### config.mk
export PLATFORM = sky130hd
export DESIGN_NAME = instr_decode_stage
export DESIGN_NICKNAME = d
export VERILOG_FILES = /design/src/rtl/instr_decode_stage.sv
export SDC_FILE = /design/constraint.sdc
export NUM_CORES = 1
export LEC_CHECK = 0
export CAP_MARGIN = 20
export CELL_PAD_IN_SITES_DETAIL_PLACEMENT = 1
export CELL_PAD_IN_SITES_GLOBAL_PLACEMENT = 1
export CORE_UTILIZATION = 31
export DETAILED_ROUTE_END_ITERATION = 10
export GPL_TIMING_DRIVEN = 0
export HOLD_SLACK_MARGIN = 0.06
export MAX_ROUTING_LAYER = met4
export PLACE_DENSITY_LB_ADDON = 0.12
export SLEW_MARGIN = 20
export SYNTH_ARGS = -nofsm -noshare
export SYNTH_HDL_FRONTEND = slang
export SYNTH_SLANG_ARGS = --single-unit
export TNS_END_PERCENT = 50
### constraint.sdc
create_clock -name clk -period 2.02 [get_ports clk]
set_clock_uncertainty 0.1 [all_clocks]
set_input_delay 0.404 -clock clk [delete_from_list [all_inputs] [get_ports clk]]
set_output_delay 0.404 -clock clk [all_outputs]
set_load 0.01 [all_outputs]
### src/rtl/instr_decode_stage.sv
// instr_decode_stage: decodes 16-bit fetch words into fields and issues them through a 2-entry skid buffer; JMP redirects fetch and HLT stops it. Ports: clk, rst (sync active-low); fetch side if_valid/if_instr/if_pc in, if_ready out; issue side id_valid/id_opcode/id_rd/id_rs/id_rt/id_imm/id_pc/id_illegal out, id_ready in; redirect_valid/redirect_pc/halt out; stat_issued/stat_illegal out (live only with DECODE_STATS_EN).
module instr_decode_stage #(
  parameter int PC_W = 16,
  parameter int IW = 16
) (
  input  logic            clk,
  input  logic            rst,
  input  logic            if_valid,
  input  logic [IW-1:0]   if_instr,
  input  logic [PC_W-1:0] if_pc,
  output logic            if_ready,
  output logic            id_valid,
  input  logic            id_ready,
  output logic [3:0]      id_opcode,
  output logic [3:0]      id_rd,
  output logic [3:0]      id_rs,
  output logic [3:0]      id_rt,
  output logic [15:0]     id_imm,
  output logic [PC_W-1:0] id_pc,
  output logic            id_illegal,
  output logic            redirect_valid,
  output logic [PC_W-1:0] redirect_pc,
  output logic            halt,
  output logic [15:0]     stat_issued,
  output logic [15:0]     stat_illegal
);
  typedef enum logic [1:0] {RUN, FLUSH, HALTED} state_t;
  state_t state, state_n;
  logic [IW-1:0] out_instr, skid_instr;
  logic [PC_W-1:0] skid_pc, jmp_target;
  logic skid_valid, accept, push, pop, is_jmp, is_hlt, out_load, skid_load;
  logic id_valid_n, skid_valid_n;
  assign accept = if_valid & if_ready;
  // only RUN forwards; an accept during FLUSH is the dropped wrong-path word
  assign push = accept & (state == RUN);
  assign pop = id_valid & id_ready;
  assign is_jmp = push & (if_instr[15:12] == 4'hC);
  assign is_hlt = push & (if_instr[15:12] == 4'hF);
  // push only happens with an empty skid, since if_ready tracks !skid_valid
  assign out_load = push & (~id_valid | pop);
  assign skid_load = push & id_valid & ~pop;
  assign id_valid_n = (pop & skid_valid) | out_load | (id_valid & ~pop);
  assign skid_valid_n = skid_load | (skid_valid & ~pop);
  assign jmp_target = if_pc + PC_W'(1) + {{(PC_W-12){if_instr[11]}}, if_instr[11:0]};
  // a FLUSH entered with a full skid waits until if_ready rises, then drops one cycle
  always_comb begin
    state_n = state;
    if (state == RUN) state_n = is_jmp ? FLUSH : is_hlt ? HALTED : RUN;
    else if (state == FLUSH) state_n = if_ready ? RUN : FLUSH;
  end
  always_ff @(posedge clk) begin
    if (!rst) begin
      state <= RUN;
      if_ready <= 1'b1;
      id_valid <= 1'b0;
      skid_valid <= 1'b0;
      out_instr <= '0;
      id_pc <= '0;
      skid_instr <= '0;
      skid_pc <= '0;
      redirect_valid <= 1'b0;
      redirect_pc <= '0;
    end else begin
      state <= state_n;
      if_ready <= (state_n != HALTED) & ~skid_valid_n;
      id_valid <= id_valid_n;
      skid_valid <= skid_valid_n;
      if (pop & skid_valid) begin
        out_instr <= skid_instr;
        id_pc <= skid_pc;
      end else if (out_load) begin
        out_instr <= if_instr;
        id_pc <= if_pc;
      end
      if (skid_load) begin
        skid_instr <= if_instr;
        skid_pc <= if_pc;
      end
      redirect_valid <= is_jmp;
      if (is_jmp) redirect_pc <= jmp_target;
    end
  end
  assign id_opcode = out_instr[15:12];
  assign id_rd = out_instr[11:8];
  assign id_rs = out_instr[7:4];
  assign id_rt = out_instr[3:0];
  assign id_illegal = id_opcode inside {4'h9, 4'hA, 4'hB, 4'hD, 4'hE};
  assign id_imm = (id_opcode inside {4'h5, 4'h6, 4'h7, 4'h8}) ? {{12{out_instr[3]}}, out_instr[3:0]} :
                  (id_opcode == 4'hC) ? {{4{out_instr[11]}}, out_instr[11:0]} : 16'h0;
  assign halt = state == HALTED;
`ifdef DECODE_STATS_EN
  always_ff @(posedge clk) begin
    if (!rst) begin
      stat_issued <= '0;
      stat_illegal <= '0;
    end else begin
      if (pop && stat_issued != 16'hFFFF) stat_issued <= stat_issued + 16'd1;
      if (pop && id_illegal && stat_illegal != 16'hFFFF) stat_illegal <= stat_illegal + 16'd1;
    end
  end
`else
  assign stat_issued = '0;
  assign stat_illegal = '0;
`endif
endmodule

# Word level (Yosys, flattened, before mapping)
# Index checks and enable logic that the tools add are counted.
[totals] inputBits=36 regBits=86 output_inout_bits=101 word_cells=61
[classes] bitwise_logic=19 eq_ne=15 muxes=11 addsub=2 reduce_logical=4
[op_table] cell="$mux 16" n=6
[op_table] cell="$eq 4x4->1 const B" n=9
[op_table] cell="$add 16x1->16 const B" n=1
[op_table] cell="$add 16x16->16" n=1
[op_table] cell="$and 1x1->1" n=12
[op_table] cell="$eq 4x3->1 const B" n=3
[op_table] cell="$mux 2" n=4
[op_table] cell="$reduce_bool 5->1" n=1
[op_table] cell="$or 1x1->1" n=4
[op_table] cell="$reduce_bool 4->1" n=1
[op_table] cell="$not 1->1" n=3
[op_table] cell="$eq 2x1->1 const B" n=1
[op_table] cell="$eq 2x2->1 const B" n=1
[op_table] cell="$logic_not 2->1" n=1
[op_table] cell="$ne 2x2->1 const B" n=1
[op_table] cell="$reduce_bool 2->1" n=1
[op_table] cell="$mux 1" n=1

# Longest topological paths before layout
[depth] word_depth=8 mapped_depth=10 mapped_depth_nobuf=10

# Worst setup path after synthesis
# No wires, ideal clock.
[synth_timing] path_type="input to register" start="in if_instr[0]" end="reg redirect_pc[10]" setup_ns=0.106 arrival_ns=1.969 path_slack_ns=-0.155 required_ns=1.814 n_path_buf=0 cell_stages=9 path_cell_list="inv_1 > ha_1 > inv_1 > fa_1 > a21oi_1 > o211ai_1 > a31oi_1 > nor2_1 > o311ai_0"
[synth_between] elab_chain_len=1
[synth_rtl] element="from (decl)" line_no="9" rtl="input logic [IW-1:0] if_instr,"
[synth_rtl] element="$add 16x16->16" line_no="44" rtl="assign jmp_target = if_pc + PC_W'(1) + {{(PC_W-12){if_instr[11]}}, if_instr[11:0]};"
[synth_rtl] element="to (signal assigned)" line_no="80" rtl="if (is_jmp) redirect_pc <= jmp_target;"
[synth_rtl] element="to (decl)" line_no="22" rtl="output logic [PC_W-1:0] redirect_pc,"
# Every way passes these cells.
# A chain may end at the register's enable or synchronous reset.

# Worst setup path after layout
[layout_timing] start="reg out_instr[12]" end="out id_imm[12]"
[layout_between] elab_chain_len=3 elab_cells_between_ends=8 classes_between="eq/ne (5); mux (2); reduce/logical (1)"
[layout_rtl] element="from (decl)" line_no="29" rtl="logic [IW-1:0] out_instr, skid_instr;"
[layout_rtl] element="from (signal assigned)" line_no="69" rtl="out_instr <= skid_instr;"
[layout_rtl] element="from (signal assigned)" line_no="72" rtl="out_instr <= if_instr;"
[layout_rtl] element="$eq 4x3->1 (tied with other cells)" line_no="88" rtl="assign id_imm = (id_opcode inside {4'h5, 4'h6, 4'h7, 4'h8}) ? {{12{out_instr[3]}}, out_instr[3:0]} :"
[layout_rtl] element="$reduce_bool 4->1 or $mux 16 (tied branches)" line_no="88, 89"
[layout_rtl] element="$mux 16 *" line_no="88"
[layout_rtl] element="to (decl)" line_no="18" rtl="output logic [15:0] id_imm,"
# Mark *: on every way between the ends. The rest lies on a longest branch, timed or not.

==> impl_metrics.toml <==
[critical_path]
crit_chain = "nor2_4 > buf_6 > and3_4 > nand2_2 > nand2_4 > buf_6 > buf_4 > buf_6"
critPathKind = "register to primary output"
cp.required_ns = 1.52
crit_arrival_ns = 1.64
critPathSlowestCell = "dfxtp_4"
cp_common_cell = "buf_6"
r2r-end = "skid_pc[3]"
ff2ff_setup_slack_ns = 0.26
cp-start-kind = "register"
path_max_fanout = 4
crit_cells = 8
cpLargestDelayFamily = "simple AND/OR/NAND/NOR gates"
critPathCapture = "id_imm[12]"
cpPeakStageDelay_ns = 0.36
r2r-start = "id_valid"
crit_start = "out_instr[12]"
path_buf_inv = 4
r2r_cells = 6
end_kind = "primary output"

[sta]
final.setup.tns_ns = -0.9171
setup_violations = 14
tightest_slew_ns = 0.5774
layout_min_cycle_time_ns = 2.144
finalHoldViolations = 0
fin_crit_sh = 1.061
fmax_mhz = 466.4
relSlewSlack = 0.6151
grt_setup_unrepaired = "true"
setup_ws_ns = -0.1242
drv_slew = 0

[die]
rows = 43
die_area_um2 = 14760
boundaryPins = 137
initial_core_util = 0.3188
die_h_um = 121.5
coreArea_um2 = 13880
die_w_um = 121.5

[route]
drt-pass1-iter-count = 4
antenna_left = 0
routed_via_density = 4.857
drt_iter0_drc = 172
wl_per_cell_um = 16.74
drcViolationCount = 0
vias = 4357
routed_wirelength_um = 15010

[clocking]
cts_sinks = 86
path_clk_slew_ns = 0.06
clk_path_buf_depth = 2
cts_buffers = 9
cts_tree = "done"
ctsHtreeMaxLevel = 3
cts_root_buffer = "clkbuf_16"
insertion_delay_ns = 0.35

[placed_design]
dp_cells = 859
place_area_um2 = 5814
port_buffers = 104
dp_hpwl_um = 11190
routabilityCongestion = 0.8917

[global_route]
grt_usage = 0.2119
grt_overflow = 0
antenna_found_initial = 0
grt_max_degree = 15
grt_pass1_wl_um = 22960
grt_pass1_vias = 4247

[final_layout]
syn_to_final_growth_pct = 48.63
drive_gt1_frac = 0.2357
diodes = 0
final_cells = 897
final_cell_area_um2 = 6578
fin_nets = 764

[logic_synthesis]
synth_cell_type_count = 44
synth_top_flop_cell = "dfxtp_1"
ys_ff_latch = 86
synth_edf_count = 0
seq_area_frac_synth = 0.3890
syn-mean-instance-area_um2 = 8.135
yosysWarnings = 0
synthCells = 544
synth_area_um2 = 4425
async_flop_share = 0

[power]
powerDensity_nw_per_um2 = 745.8
max-vdd-ir-drop_v = 0.0004047
pwr-share-clk = 0.380
combPwrFrac = 0.236
seqPwrFrac = 0.383
power.internal_mw = 3.523
p_leak_nw = 2.859
p_sw_mw = 1.383
power.share.switching = 0.2819

[job]
maxCapViolations = 0

[worst_hold_path]
hold_class = "primary input to register"

[run_status]
outcome = "complete, but fails checks"
violations = "negative setup slack"
==> per-stage QoR <==
step	setup WS, ns	util	hold slack, ns	power (mW)
floorplan	0.01074	-	0.3357	2.455
global placement	-0.8830	0.4189	0.3411	2.903
detailed placement	-0.9103	0.4189	0.3480	2.922
CTS	-0.1201	0.4665	0.2170	4.909
global route	-0.1804	0.4739	0.2577	5.133
finish	-0.1242	0.4739	0.2408	4.906
==> repair_timing <==
item,4_1_cts,5_1_grt
gates resized for setup,155,44
hold buffers,0,0
pin swaps,21,20
setup buffers,19,7
setup endpoints to repair,29,36
==> layout make-up <==
cell class                      instances  area (um^2)
Fill cell                            1702         7303
Multi-Input combinational cell        411         2655
Sequential cell                        86         1734
Timing Repair Buffer                  130         1181
Buffer                                 65        414.1
Clock buffer                           12        256.5
Tap cell                              180        225.2
Clock inverter                          4        77.57
Inverter                                9        33.78
==> power by group through the flow <==
stage	sequential (mW)	combinational [mW]	clock [mW]
after floorplan	1.93	0.526	0
after global placement	1.91	0.996	0
after detailed placement	1.91	1.01	0
after CTS	1.88	1.12	1.91
after global routing	1.89	1.26	1.98
final	1.88	1.16	1.87
==> logic make-up (layout without fill, tap and decap cells) <==
logic type / after synthesis / in the layout / synth area share
compound gates: 124 / 124 / 0.1756
xor+xnor: 9 / 9 / 0.01781
fa+ha+maj: 16 / 16 / 0.04693
buf+inv: 78 / 220 / 0.1052
flops: 86 / 86 / 0.3890
mux: 34 / 34 / 0.07690
other cells: 1 / 32 / 0.0008474
simple gates: 196 / 196 / 0.1877
==> metal layers <==
metal  wire length, um  global-route usage
met5                 0                   -
met4               267             0.07022
met3               542             0.04182
met2              7420              0.3572
met1              6781              0.2514
==> cell usage in the layout, fill, tap and decap left out, types with 3 or more instances in the layout <==
cell / count
a211oi_1: 36
a21oi_1: 47
a21oi_2: 3
a21oi_4: 4
a31oi_1: 7
and2_1: 4
buf_2: 22
buf_4: 56
buf_6: 16
clkbuf_1: 14
clkbuf_16: 9
clkbuf_2: 11
clkdlybuf4s50_1: 63
conb_1: 32
dfxtp_1: 82
dfxtp_4: 3
dlygate4sd2_1: 8
dlymetal6s2s_1: 4
ha_1: 3
ha_4: 11
inv_1: 7
mux2i_1: 34
nand2_1: 98
nand2_2: 5
nand3_1: 9
nand4_1: 6
nor2_1: 50
nor2b_1: 7
o211ai_1: 3
o21a_1: 3
o21ai_0: 7
xnor2_1: 7
==> tightest hold or removal path: cells and delay by family <==
| kind | cells | cell delay [ns] |
|---|---|---|
| AOI/OAI and AO/OA | 1 | 0.06 |
| and+or+nand+nor | 1 | 0.06 |
| buffers and inverters | 1 | 0.12 |
==> cell usage after synthesis, types with 2 or more instances <==
| library cell | number | area, um^2 |
|---|---|---|
| ha_1 | 15 | 187.7 |
| o21ai_1 | 2 | 10.01 |
| nor2b_1 | 7 | 43.79 |
| a211oi_1 | 36 | 270.3 |
| a211o_1 | 2 | 17.52 |
| inv_1 | 9 | 33.78 |
| a31oi_1 | 8 | 50.05 |
| xor2_1 | 2 | 17.52 |
| nand3_1 | 9 | 45.04 |
| nand4_1 | 6 | 37.54 |
| o211ai_1 | 3 | 22.52 |
| and2_1 | 4 | 25.02 |
| mux2i_1 | 34 | 340.3 |
| buf_4 | 40 | 300.3 |
| buf_2 | 12 | 60.06 |
| o21ai_0 | 8 | 40.04 |
| nor4_1 | 3 | 18.77 |
| dfxtp_1 | 86 | 1722 |
| nand2_1 | 104 | 390.4 |
| clkbuf_1 | 16 | 60.06 |
| nor2_1 | 53 | 198.9 |
| nor3_1 | 3 | 15.01 |
| xnor2_1 | 7 | 61.31 |
| o21a_1 | 3 | 22.52 |
| a21oi_1 | 53 | 265.3 |
==> registers in the layout, summed over array words and instances, names as in the netlist <==
signal          count
id_pc              16
out_instr          16
redirect_pc        16
skid_instr         16
skid_pc            16
state               2
id_valid            1
if_ready            1
redirect_valid      1
skid_valid          1
==> how the worst min path moves through the flow <==
stage                        startpoint            end  slack, ns  depth (start not counted)
after floorplan           skid_instr[0]  skid_instr[0]       0.34                          2
after global placement       skid_pc[4]     skid_pc[4]       0.34                          2
after detailed placement  skid_instr[2]  skid_instr[2]       0.35                          2
after CTS                      if_pc[0]     skid_pc[0]       0.22                          3
after global routing           if_pc[1]     skid_pc[1]       0.26                          3
final                          if_pc[0]     skid_pc[0]       0.24                          3
No activity file was read; power rests on OpenSTA's default activity.
